`src/rtl/word_align.sv`:
```
// word_align: frame-sync word aligner with HUNT/CHECK/LOCKED acquisition.
// Ports: pclk, rst (async low), q/cal in; dout, dout_vld, sof, locked, offset, recal out.
module word_align #(
  parameter logic [7:0] SYNC_WORD = 8'hA5,
  parameter int         FRAME_LEN = 16,
  parameter int         LOCK_N    = 3,
  parameter int         LOSS_N    = 4,
  parameter int         HUNT_TO   = 1024
) (
  input  logic       pclk,
  input  logic       rst,
  input  logic [7:0] q,
  input  logic       cal,
  output logic [7:0] dout,
  output logic       dout_vld,
  output logic       sof,
  output logic       locked,
  output logic [2:0] offset,
  output logic       recal
);

  localparam int FW = (FRAME_LEN > 1) ? $clog2(FRAME_LEN) : 1;
  localparam logic [FW-1:0] FLAST = FW'(FRAME_LEN - 1);
  localparam logic [15:0]   HLAST = 16'(HUNT_TO - 1);
  localparam logic [3:0]    LOCKV = 4'(LOCK_N);
  localparam logic [3:0]    LOSSV = 4'(LOSS_N);

  typedef enum logic [1:0] {
    IDLE,
    HUNT,
    CHECK,
    LOCKED
  } state_t;

  state_t        state_q, state_d;
  logic [7:0]    qr_q, qrr_q;
  logic [2:0]    offset_q, offset_d;
  logic [FW-1:0] fcnt_q, fcnt_d;
  logic [3:0]    hit_q, hit_d;
  logic [3:0]    miss_q, miss_d;
  logic [15:0]   hunt_q, hunt_d;
  logic [7:0]    dout_q, dout_d;
  logic          vld_q, vld_d;
  logic          sof_q, sof_d;
  logic          recal_q, recal_d;

  logic [15:0]   win;
  logic          any_hit;
  logic [2:0]    hit_k;
  logic          match;
  logic          expct;
  logic [2:0]    sel;

  // Older word sits in the low half, so bit index follows arrival time.
  assign win   = {qr_q, qrr_q};
  assign match = (win[offset_q +: 8] == SYNC_WORD);
  assign expct = (fcnt_q == FLAST);

  // Descending scan so the lowest matching offset wins.
  always_comb begin
    any_hit = 1'b0;
    hit_k   = 3'd0;
    for (int k = 7; k >= 0; k--) begin
      if (win[k +: 8] == SYNC_WORD) begin
        any_hit = 1'b1;
        hit_k   = 3'(k);
      end
    end
  end

  always_comb begin
    state_d  = state_q;
    offset_d = offset_q;
    fcnt_d   = fcnt_q;
    hit_d    = hit_q;
    miss_d   = miss_q;
    hunt_d   = hunt_q;
    sof_d    = 1'b0;
    recal_d  = 1'b0;
    sel      = offset_q;
    if (!cal) begin
      state_d = IDLE;
      fcnt_d  = '0;
      hit_d   = '0;
      miss_d  = '0;
      hunt_d  = '0;
    end else begin
      unique case (state_q)
        IDLE: begin
          state_d = HUNT;
          hunt_d  = '0;
        end
        HUNT: begin
          if (any_hit) begin
            // Hit beats a coinciding timeout.
            offset_d = hit_k;
            sel      = hit_k;
            fcnt_d   = '0;
            hit_d    = 4'd1;
            miss_d   = '0;
            hunt_d   = '0;
            if (LOCK_N == 1) begin
              state_d = LOCKED;
              sof_d   = 1'b1;
            end else begin
              state_d = CHECK;
            end
          end else if (hunt_q == HLAST) begin
            recal_d = 1'b1;
            hunt_d  = '0;
          end else begin
            hunt_d = hunt_q + 16'd1;
          end
        end
        CHECK: begin
          fcnt_d = expct ? '0 : fcnt_q + 1'b1;
          if (expct) begin
            if (match) begin
              hit_d = hit_q + 4'd1;
              if (hit_d == LOCKV) begin
                state_d = LOCKED;
                miss_d  = '0;
                sof_d   = 1'b1;
              end
            end else begin
              state_d = HUNT;
              hunt_d  = '0;
            end
          end
        end
        LOCKED: begin
          fcnt_d = expct ? '0 : fcnt_q + 1'b1;
          if (expct) begin
            if (match) begin
              miss_d = '0;
              sof_d  = 1'b1;
            end else begin
              miss_d = miss_q + 4'd1;
              if (miss_d == LOSSV) begin
                state_d = HUNT;
                miss_d  = '0;
                hunt_d  = '0;
              end
            end
          end
        end
        default: state_d = IDLE;
      endcase
    end
    dout_d = win[sel +: 8];
    vld_d  = (state_d == LOCKED);
  end

  always_ff @(posedge pclk or negedge rst) begin
    if (!rst) begin
      state_q  <= IDLE;
      qr_q     <= '0;
      qrr_q    <= '0;
      offset_q <= '0;
      fcnt_q   <= '0;
      hit_q    <= '0;
      miss_q   <= '0;
      hunt_q   <= '0;
      dout_q   <= '0;
      vld_q    <= 1'b0;
      sof_q    <= 1'b0;
      recal_q  <= 1'b0;
    end else begin
      state_q  <= state_d;
      qr_q     <= q;
      qrr_q    <= qr_q;
      offset_q <= offset_d;
      fcnt_q   <= fcnt_d;
      hit_q    <= hit_d;
      miss_q   <= miss_d;
      hunt_q   <= hunt_d;
      dout_q   <= dout_d;
      vld_q    <= vld_d;
      sof_q    <= sof_d;
      recal_q  <= recal_d;
    end
  end

  assign dout     = dout_q;
  assign dout_vld = vld_q;
  assign locked   = vld_q;
  assign sof      = sof_q;
  assign offset   = offset_q;
  assign recal    = recal_q;

endmodule

```
`config.mk`:
```
export PLATFORM = sky130hd
export DESIGN_NAME = word_align
export DESIGN_NICKNAME = d
export VERILOG_FILES = /design/src/rtl/word_align.sv
export SDC_FILE = /design/constraint.sdc
export NUM_CORES = 1
export LEC_CHECK = 0
export ABC_AREA = 1
export CORE_ASPECT_RATIO = 0.75
export CORE_UTILIZATION = 35
export DETAILED_ROUTE_END_ITERATION = 7
export GPL_TIMING_DRIVEN = 1
export HOLD_SLACK_MARGIN = 0.1
export PLACE_DENSITY = 0.52
export SLEW_MARGIN = 15
export SYNTH_ARGS = -nofsm -noshare
export SYNTH_HDL_FRONTEND = slang
export SYNTH_SLANG_ARGS = --single-unit
```
`constraint.sdc`:
```
create_clock -name pclk -period 2.11 [get_ports pclk]
set_input_delay 0.211 -clock pclk [delete_from_list [all_inputs] [get_ports pclk]]
set_output_delay 0.211 -clock pclk [all_outputs]
set_load 0.05 [all_outputs]
```
==> impl_metrics.env <==
export IMPL_hold_viol_final=0
export IMPL_dp_hpwl_mm=6.79
export IMPL_crit_chain="buf_6 -> buf_4 -> nand2_1 -> o21ai_2 -> nor2_1 -> o21ai_1 -> nand2_1 -> nand2_1 -> nand2_2 -> nand2_4 -> buf_4 -> o21ai_0 -> inv_1 -> nand2_1 -> nand2_1 -> nor2_1"
export IMPL_grt_max_degree=41
export IMPL_synth_top_family_by_area="simple AND/OR/NAND/NOR gates"
export IMPL_syn_inst=501
export IMPL_ys_warn_count=0
export IMPL_status="complete, no violations"
export IMPL_tightest_slew_ps=506
export IMPL_vdd_ir_drop_max_mv=0.402
export IMPL_core_area_um2=10300
export IMPL_synth_area_leader_cell="dfrtp_1"
export IMPL_cp_data_arrival_time_ps=2310
export IMPL_grt_ovfl_total=0
export IMPL_yosysSeqAreaShare_pct=40.2
export IMPL_path_class="register to register"
export IMPL_synth_simple_area_share_pct=38.3
export IMPL_min_from="q[5]"
export IMPL_holdPathEnd="qr_q[5]"
export IMPL_crit_family="simple AND/OR/NAND/NOR gates"
export IMPL_critical_path_slowest_cell="dfrtp_2"
export IMPL_maxCapViolations=0
export IMPL_muxShareOfSynthArea_pct=0
export IMPL_crit_cells=16
export IMPL_synth_xor_area_share_pct=2.58
export IMPL_crit_fanout=7
export IMPL_die_h_um=91.5
export IMPL_via_count=3558
export IMPL_power_density_nw_per_um2=623
export IMPL_setup_viol=0
export IMPL_nets=588
export IMPL_cts_sinks=60
export IMPL_timing_rr_end="dout_vld"
export IMPL_crit_reg2reg_launch="offset[0]"
export IMPL_p_total_mw=3.02
export IMPL_placed_cells=680
export IMPL_clk_pin_slew_worst_paths_ps=50
export IMPL_cp_slowest_stage_delay_ps=480
export IMPL_hold_path_class="input pin to register"
export IMPL_syn_area_per_cell_um2=7.45
export IMPL_grt_usage_pct=18.3
export IMPL_cpMostUsedCell="nand2_1"
export IMPL_yosys_top_cells_area="dfrtp_1 40%, nand2_1 13%, nand3_1 10%, inv_1 4.8%, nor2_1 4.6%"
export IMPL_cp_required_ps=2360
export IMPL_slew_headroom_pct=66.0
export IMPL_area_growth_pct=29.9
export IMPL_ys_seq_elements=60
export IMPL_maxSlewViolCount=0
export IMPL_finClkSkew_ps=7.23
export IMPL_viasPerCell=5.03
export IMPL_htreeDepth=3
export IMPL_port_buffers=25
export IMPL_power_leakage_nw=2.25
export IMPL_worstSetupStartpointType="register"
export IMPL_drt_first_pass_iters=5
export IMPL_hold_path_depth=1
export IMPL_syn_num_nets=522
export IMPL_drtIter0Drc=252
export IMPL_synth_edf_count=0
export IMPL_nFillCells=1019
export IMPL_drc=0
export IMPL_synth_top_area_share_pct=40.2
export IMPL_wl_per_cell_um=13.6
export IMPL_n_antenna_cell=0
export IMPL_fin_cells=708
export IMPL_ant_nets=0
export IMPL_final_cell_area_um2=4850
export IMPL_synth_ff_type="dfrtp_1"
export IMPL_synthAdderAreaFrac_pct=3.35
export IMPL_dieArea_um2=11100
export IMPL_cts_tree="done"
export IMPL_synthesis_area_um2=3730
export IMPL_wirelength_mm=9.65
export IMPL_cts_root_buf="clkbuf_16"
export IMPL_antenna_found_initial=0
export IMPL_grt_pass1_wl_mm=15.6
export IMPL_clockBufferDepth=2
export IMPL_ios=26
export IMPL_crit_buf_inv=4
export IMPL_row_count=32
export IMPL_synth_async_sr_flop_share_pct=100
export IMPL_reg2reg_setup_slack_ps=50
export IMPL_reg2reg_depth=16
export IMPL_gp_congestion=0.878
export IMPL_clock_latency_ps=330
export IMPL_worstSetupEndpointType="register"
export IMPL_die_w_um=121
export IMPL_start_util_pct=36.2
export IMPL_synth_compound_area_share_pct=7.40
export IMPL_area_sequential_um2=1510
export IMPL_period_share_pct=97.6
export IMPL_grt_pass1_vias=3148
export IMPL_min_period_ps=2060
export IMPL_cts_made_buffers=9
export IMPL_placed_area_um2=4320
export IMPL_drive_gt1_share_pct=20.6
export IMPL_fmax_mhz=485
export IMPL_multi_input_area_um2=2040
export IMPL_netlist_cell_type_count=36
==> how the worst max path moves through the flow <==
stage                             to       from  slack (ps)
after floorplan            hunt_q[8]  offset[0]          30
after global placement    hunt_q[14]  offset[0]          10
after detailed placement   hunt_q[8]  offset[0]          40
after CTS                    dout[4]    qr_q[2]         110
after global routing       hunt_q[3]  offset[0]         -50
final                       dout_vld  offset[0]          50
==> layout make-up <==
cell class / count / share of cell area, %
multi-input combinational: 375 / 42.0
sequential: 60 / 31.2
timing repair buffer: 66 / 13.4
clock buffer: 11 / 5.00
inverter: 55 / 4.26
tap: 136 / 3.51
clock inverter: 5 / 0.567
==> Yosys cell counts, drive strengths merged (8+ instances only) <==
cell type and number:
nand2 143, nand3 80, dfrtp 60, inv 54
nor2 50, o21ai 32, a21oi 15, buf 11
ha 10, nand4 10, nor3 8, xor2 8
==> sequential cells by signal, indices dropped and copies added (netlist names) <==
signal,flops
hit_q,4
recal,1
qr_q,8
sof,1
offset,3
miss_q,4
fcnt_q,4
dout_vld,1
state_q,2
hunt_q,16
qrr_q,8
dout,8
==> timing repair <==
action,CTS,global route
cloned,0,2
pin swaps,0,8
buffers inserted,0,9
endpoints found under the setup margin,4,29
hold buffers,1,0
resized for setup,1,45
endpoints found under the hold margin,20,0
==> cell families (layout without fill, tap and decap cells) <==
family	after synthesis	count (layout)
fa+ha+maj	10	10
simple gates	302	302
buf+inv	66	137
flops	60	60
xor+xnor	11	11
compound gates	52	52
==> per-layer routing <==
metal	up-vias	track usage [%]	share of wire, %
met4	0	5.25	1.1
met2	118	24.1	40
met3	7	4.96	6.2
met5	-	0	0
met1	1650	28.3	53
li1	1783	-	-
==> placed cells by master (no fill, tap or decap), types with 11 or more instances in the layout <==
master and n:
clkbuf_16 11, nand3_1 75, o21ai_0 24, a21oi_1 13
inv_1 46, nor2_1 40, nand2_1 126, buf_4 31
clkdlybuf4s50_1 24, dfrtp_1 50
==> per-stage QoR <==
step / worst slack, ps / hold slack (ps) / utilization [%] / setup TNS [ps]
2_1_floorplan: 31.2 / -84.6 / - / 0
3_3_place_gp: 12.2 / 216 / 41.8 / 0
3_5_place_dp: 41.6 / 218 / 41.8 / 0
4_1_cts: 110 / 309 / 44.5 / 0
5_1_grt: -50.5 / 309 / 47.0 / -176
6_report: 50.2 / 315 / 47.0 / 0
==> worst reg2reg max path, cell delays in order, from the launching register on <==
cell and delay [ps]:
dfrtp_2 480, buf_6 150, buf_4 120, nand2_1 70, o21ai_2 60, nor2_1 120
o21ai_1 90, nand2_1 70, nand2_1 60, nand2_2 80, nand2_4 80, buf_4 150
o21ai_0 130, inv_1 60, nand2_1 60, nand2_1 60, nor2_1 140
==> power breakdown <==
group	leakage [nW]	switching (mW)	total [mW]	internal [mW]
clock network	0.135	0.518	1.34	0.817
logic	1.35	0.288	0.447	0.159
registers	0.765	0.0395	1.24	1.20
Power figures use the tool's default switching activity.
==> edit 1, RTL diff (config.mk and constraints unchanged) <==
`HUNT_TO`: 1024 -> 768.
--- a/src/rtl/word_align.sv
+++ b/src/rtl/word_align.sv
@@ -5,7 +5,7 @@
   parameter int         FRAME_LEN = 16,
   parameter int         LOCK_N    = 3,
   parameter int         LOSS_N    = 4,
-  parameter int         HUNT_TO   = 1024
+  parameter int         HUNT_TO   = 768
 ) (
   input  logic       pclk,
   input  logic       rst,
Function: no difference found for any inputs over 10 cycles, from zero or initial values and one cycle with rst low; that may be too few to reach the edited logic, so the function may still have changed.
==> edit 1 against the unedited design <==
Synthesized cell count grew 1.4%; power grew 0.31%; sequential cell count is the same; final area shrank 1.2%; setup slack gained 0.088 ns; wire length shrank 2.0%; non-clock buffer count shrank 3; largest power group unchanged; sequential power is essentially flat; area after synthesis grew 0.90%.
==> edit 1: results (changes against the unedited design) <==
status: "completed"
synth_top_cells_by_area: "sky130_fd_sc_hd__dfrtp_1, sky130_fd_sc_hd__nand2_1, sky130_fd_sc_hd__nand3_1"
vias_per_cell: 5.05  # +0.48%
yosys.area_share.adder_pct: 3.32  # -0.030 points
final_layout_size_suffix_gt1_share_pct: 19.3  # -1.4 points
synthDistinctLibCells: 35  # -2.8%
power.leakage_nw: 2.18  # -3.1%
power_frac_clock_pct: 44.7  # +0.5 points
fillcell_total: 1037  # +1.8%
placed_cells: 683  # +0.44%
met2_wire_len_um: 3960  # +2.5%
critical_register_to_register_path_startpoint: "qr_q[1]"
rrSetupSlack_ns: 0.14  # +0.09 ns
total_power_mw: 3.03  # +0.31%
post_synth_top_cells: "sky130_fd_sc_hd__nand2_1, sky130_fd_sc_hd__nand3_1, sky130_fd_sc_hd__dfrtp_1"
totalWireLength_um: 9450  # -2.0%
crit_path_top_delay_cell: "sky130_fd_sc_hd__dfrtp_1"
syn_area_per_cell_um2: 7.42  # -0.49%
fin_hold_ws_ns: 0.319  # +0.00422 ns
synthXorXnorAreaFrac_pct: 2.79  # +0.21 points
largest_net_degree_at_the_start_of_global_routing: 61  # +49%
dr.first_iter.drc_count: 240  # -4.8%
detailroute.wirelength.met3_um: 465  # -22%
postPlaceCellArea_um2: 4330  # +0.23%
finish.net_count: 589  # +0.17%
detail_route.wirelength.met1_um: 4940  # -3.0%
relSlewSlack_pct: 66.8  # +0.87 points
regToRegEndpoint: "dout[5]"
crit_arrival_ns: 2.18  # -0.13 ns
worst_path_largest_cell_delay_ns: 0.40  # -0.08 ns
synth_area_in_compound_gates_pct: 6.51  # -0.90 points
hold_start: "q[1]"
cts.clk_slew.worst_paths_ns: 0.05  # about the same
min_delay_worst_endpoint: "qr_q[1]"
clock-skew-final_ns: 0.00863  # +0.00140 ns
grt_first_pass_wirelength_um: 16000  # +2.6%
track_usage_pct: 18.3  # about the same
worst_r2r_path_depth: 13  # -3
place_hpwl_um: 6860  # +1.0%
preCtsSetupSlack_ns: 0.113  # +0.0712 ns
p_comb_share_pct: 14.5  # -0.3 points
synth_sequential_area_ratio_pct: 39.8  # -0.36 points
synth_nets: 529  # +1.3%
globalplace.congestion: 0.970  # +10%
routed_wire_length_per_instance_um: 13.4  # -1.9%
peakVddDrop_mv: 0.518  # +29%
power.switching_fraction_pct: 26.5  # -1.5 points
==> edit 1: routing by layer <==
metal  global-route usage, %  vias to the layer above
met5                       0                        -
met3                    4.17                       10
met4                    5.56                        0
li1                        -                     1794
met1                    27.8                     1672
met2                    25.1                       94
==> edit 1: how the worst max path moves through the flow <==
stage / startpoint / endpoint / cells after the start / slack (ns)
final: qr_q[1] / dout[5] / 13 / 0.14
after global routing: qr_q[0] / hunt_q[6] / 14 / -0.005
after CTS: qrr_q[6] / hit_q[2] / 12 / 0.09
after detailed placement: qrr_q[6] / hit_q[2] / 12 / 0.11
after global placement: qrr_q[6] / dout[1] / 14 / 0.09
after floorplan: offset[0] / hunt_q[2] / 11 / 0.11
==> edit 1: cell type report <==
type / instances / area (µm²) / share of cell area (%)
clock inverters: 2 / 10.0 / 0.209
flip-flops and latches: 60 / 1510 / 31.5
clock buffers: 12 / 267 / 5.56
well taps: 136 / 170 / 3.55
inverters: 58 / 220 / 4.60
multi-input cells: 376 / 2020 / 42.2
repair buffers: 63 / 596 / 12.4
==> edit 2, RTL diff (same settings) <==
Made on the original files. The 4 states of `state_t` get a one-hot encoding in 4 bits.
--- a/src/rtl/word_align.sv
+++ b/src/rtl/word_align.sv
@@ -25,11 +25,11 @@
   localparam logic [3:0]    LOCKV = 4'(LOCK_N);
   localparam logic [3:0]    LOSSV = 4'(LOSS_N);
 
-  typedef enum logic [1:0] {
-    IDLE,
-    HUNT,
-    CHECK,
-    LOCKED
+  typedef enum logic [3:0] {
+    IDLE   = 4'b0001,
+    HUNT   = 4'b0010,
+    CHECK  = 4'b0100,
+    LOCKED = 4'b1000
   } state_t;
 
   state_t        state_q, state_d;
Behaviour: no difference found for any inputs over 10 cycles, from zero or initial values and one cycle with rst low; not proved beyond that.
==> edit 2 against the unedited design <==
Final area is 2.3% higher; sequential cell count is 2 higher; fmax is 1.1% higher; power is 1.1% higher; wire length is 7.9% higher; sequential share of layout area is 0.24 points higher; critical path type unchanged; setup slack better by 0.022 ns; area after synthesis hardly changed; non-clock buffer count is 19 higher.
==> edit 2: results (changes against the unedited design) <==
status: "completed"
yosys_warnings: 0  # unchanged
placement.io_buffers: 25  # unchanged
regMostFlops: "hunt_q"
crit_arrival_ns: 2.27  # -0.04 ns
largest_net_degree_at_the_start_of_global_routing: 63  # +54%
vias: 3639  # +2.3%
totalWireLength_um: 10400  # +7.9%
critical_register_to_register_path_startpoint: "offset[0]"
final_layout_size_suffix_gt1_share_pct: 25.0  # +4.3 points
portion_of_netlist_area_occupied_by_mux_cells_pct: 0  # unchanged
flop_and_latch_count_out_of_synthesis: 62  # +3.3%
clock-skew-final_ns: 0.00899  # +0.00176 ns
synth_nets: 510  # -2.3%
max_reg_flops: 16  # unchanged
clock_tree.buffer_depth: 2  # unchanged
place_hpwl_um: 7560  # +11%
track_usage_pct: 20.1  # +1.9 points
hold_start: "q[1]"
dr.first_iter.drc_count: 219  # -13%
critical_path_peak_fanout: 7  # unchanged
grt_antenna_before_repair: 0  # unchanged
grt_pass1_vias: 3420  # +8.6%
ys.flop_type: "sky130_fd_sc_hd__dfrtp_1"
clock-root-buffer: "sky130_fd_sc_hd__clkbuf_16"
yosys.area_share.adder_pct: 2.01  # -1.3 points
post_synth_top_cells: "sky130_fd_sc_hd__nand2_1, sky130_fd_sc_hd__nand3_1, sky130_fd_sc_hd__dfrtp_1"
drt_pre_antenna_iters: 5  # unchanged
synthDistinctLibCells: 40  # +11%
synth_async_sr_flop_share_pct: 100  # unchanged
antenna_cells_inserted: 0  # unchanged
worst_skew_pair.late_latency_ns: 0.33  # about the same
drc_errors: 0  # unchanged
power.leakage_nw: 2.30  # +2.3%
grt_first_pass_wirelength_um: 17200  # +10%
synthXorXnorAreaFrac_pct: 3.05  # +0.47 points
synth_sequential_area_ratio_pct: 41.6  # +1.4 points
numCtsBuffers: 9  # unchanged
relSlewSlack_pct: 65.8  # -0.13 points
globalplace.congestion: 0.886  # +0.88%
final.setup.tns_ns: 0  # unchanged
synth_top_cells_by_area: "sky130_fd_sc_hd__dfrtp_1, sky130_fd_sc_hd__nand2_1, sky130_fd_sc_hd__nand3_1"
class_of_the_tightest_hold_or_removal_check: "in2reg"
finish.net_count: 593  # +0.85%
peakVddDrop_mv: 0.275  # -32%
cts.clk_slew.worst_paths_ns: 0.05  # about the same
htree_num_levels: 3  # unchanged
synth_area_in_compound_gates_pct: 7.88  # +0.47 points
origin_of_the_worst_setup_path: "offset[0]"
edit 2: cell types whose count changed in the layout (fill, tap and decap cells not counted), sizes merged, moves of 4 or more:
cell,unedited run,this run
a21oi,15,7
nor2,50,36
ha,10,6
buf,39,60
nand3,80,84
o41ai,0,5
edit 2: stage by stage:
step                instance area [µm²]  setup slack, ns  std cells  hold slack, ns
global route                       4960          -0.0453        717           0.304
finish                             4960           0.0719        717           0.319
CTS                                4730           0.0307        709           0.312
detailed placement                 4440          -0.0365        692           0.255
global placement                   4440          -0.0541        692           0.255
floorplan                          3730           0.0999        493         -0.0846
edit 2: cell type report:
class	count	area, µm²
clock buffer	15	268
clock inverter	1	5.00
fill	1032	5370
inverter	53	204
multi-input combinational	365	2020
sequential	62	1560
tap	136	170
timing repair buffer	85	736
edit 2: logic make-up after synthesis:
| kind of cell | Yosys count |
|---|---|
| AOI/OAI and AO/OA | 50 |
| xor gates and xnor gates | 13 |
| adders and majority gates | 6 |
| buffers and inverters | 66 |
| DFF | 62 |
| and+or+nand+nor | 296 |
edit 2: critical path, stage by stage, from the launching register on:
cell and delay (ns):
sky130_fd_sc_hd__dfrtp_2 0.47, sky130_fd_sc_hd__buf_6 0.17, sky130_fd_sc_hd__o21ai_2 0.14, sky130_fd_sc_hd__nand2_2 0.11, sky130_fd_sc_hd__o31ai_4 0.33, sky130_fd_sc_hd__nand3_2 0.13
sky130_fd_sc_hd__nand3b_1 0.26, sky130_fd_sc_hd__inv_2 0.12, sky130_fd_sc_hd__o22ai_1 0.21
edit 2: where the power goes:
part	leakage [nW]	internal, mW	total, mW	switching [mW]
clock network	0.134	0.858	1.36	0.504
logic	1.37	0.162	0.428	0.266
registers	0.798	1.23	1.27	0.0334
total	2.30	2.25	3.06	0.803
edit 2: worst paths after layout:
kind	endpoint	slack, ns	cells past startpoint
min in group asynchronous	hit_q[3]	0.43	3
setup / recovery	hunt_q[8]	0.07	8
max in group asynchronous	qrr_q[6]	1.38	3
hold reg to reg	qrr_q[7]	0.34	0
hold / removal	qr_q[1]	0.32	1
setup reg to reg	hunt_q[8]	0.07	8
edit 2: what timing repair did:
action	in CTS	in global routing
gates resized for setup	1	64
gates cloned	0	1
pin swaps	0	9
endpoints found under the hold margin	61	0
buffers inserted	0	7
setup endpoints to repair	4	37
hold buffers	1	0
edit 2: layer usage:
| metal | wire length, µm | track usage (%) | share of wire (%) | vias to the layer above |
|---|---|---|---|---|
| met1 | 5360 | 30.4 | 51 | 1699 |
| met2 | 4200 | 27.1 | 40 | 112 |
| li1 | - | - | - | 1817 |
| met5 | 0 | 0 | 0 | - |
| met3 | 731 | 5.40 | 7.0 | 11 |
| met4 | 120 | 6.48 | 1.2 | 0 |
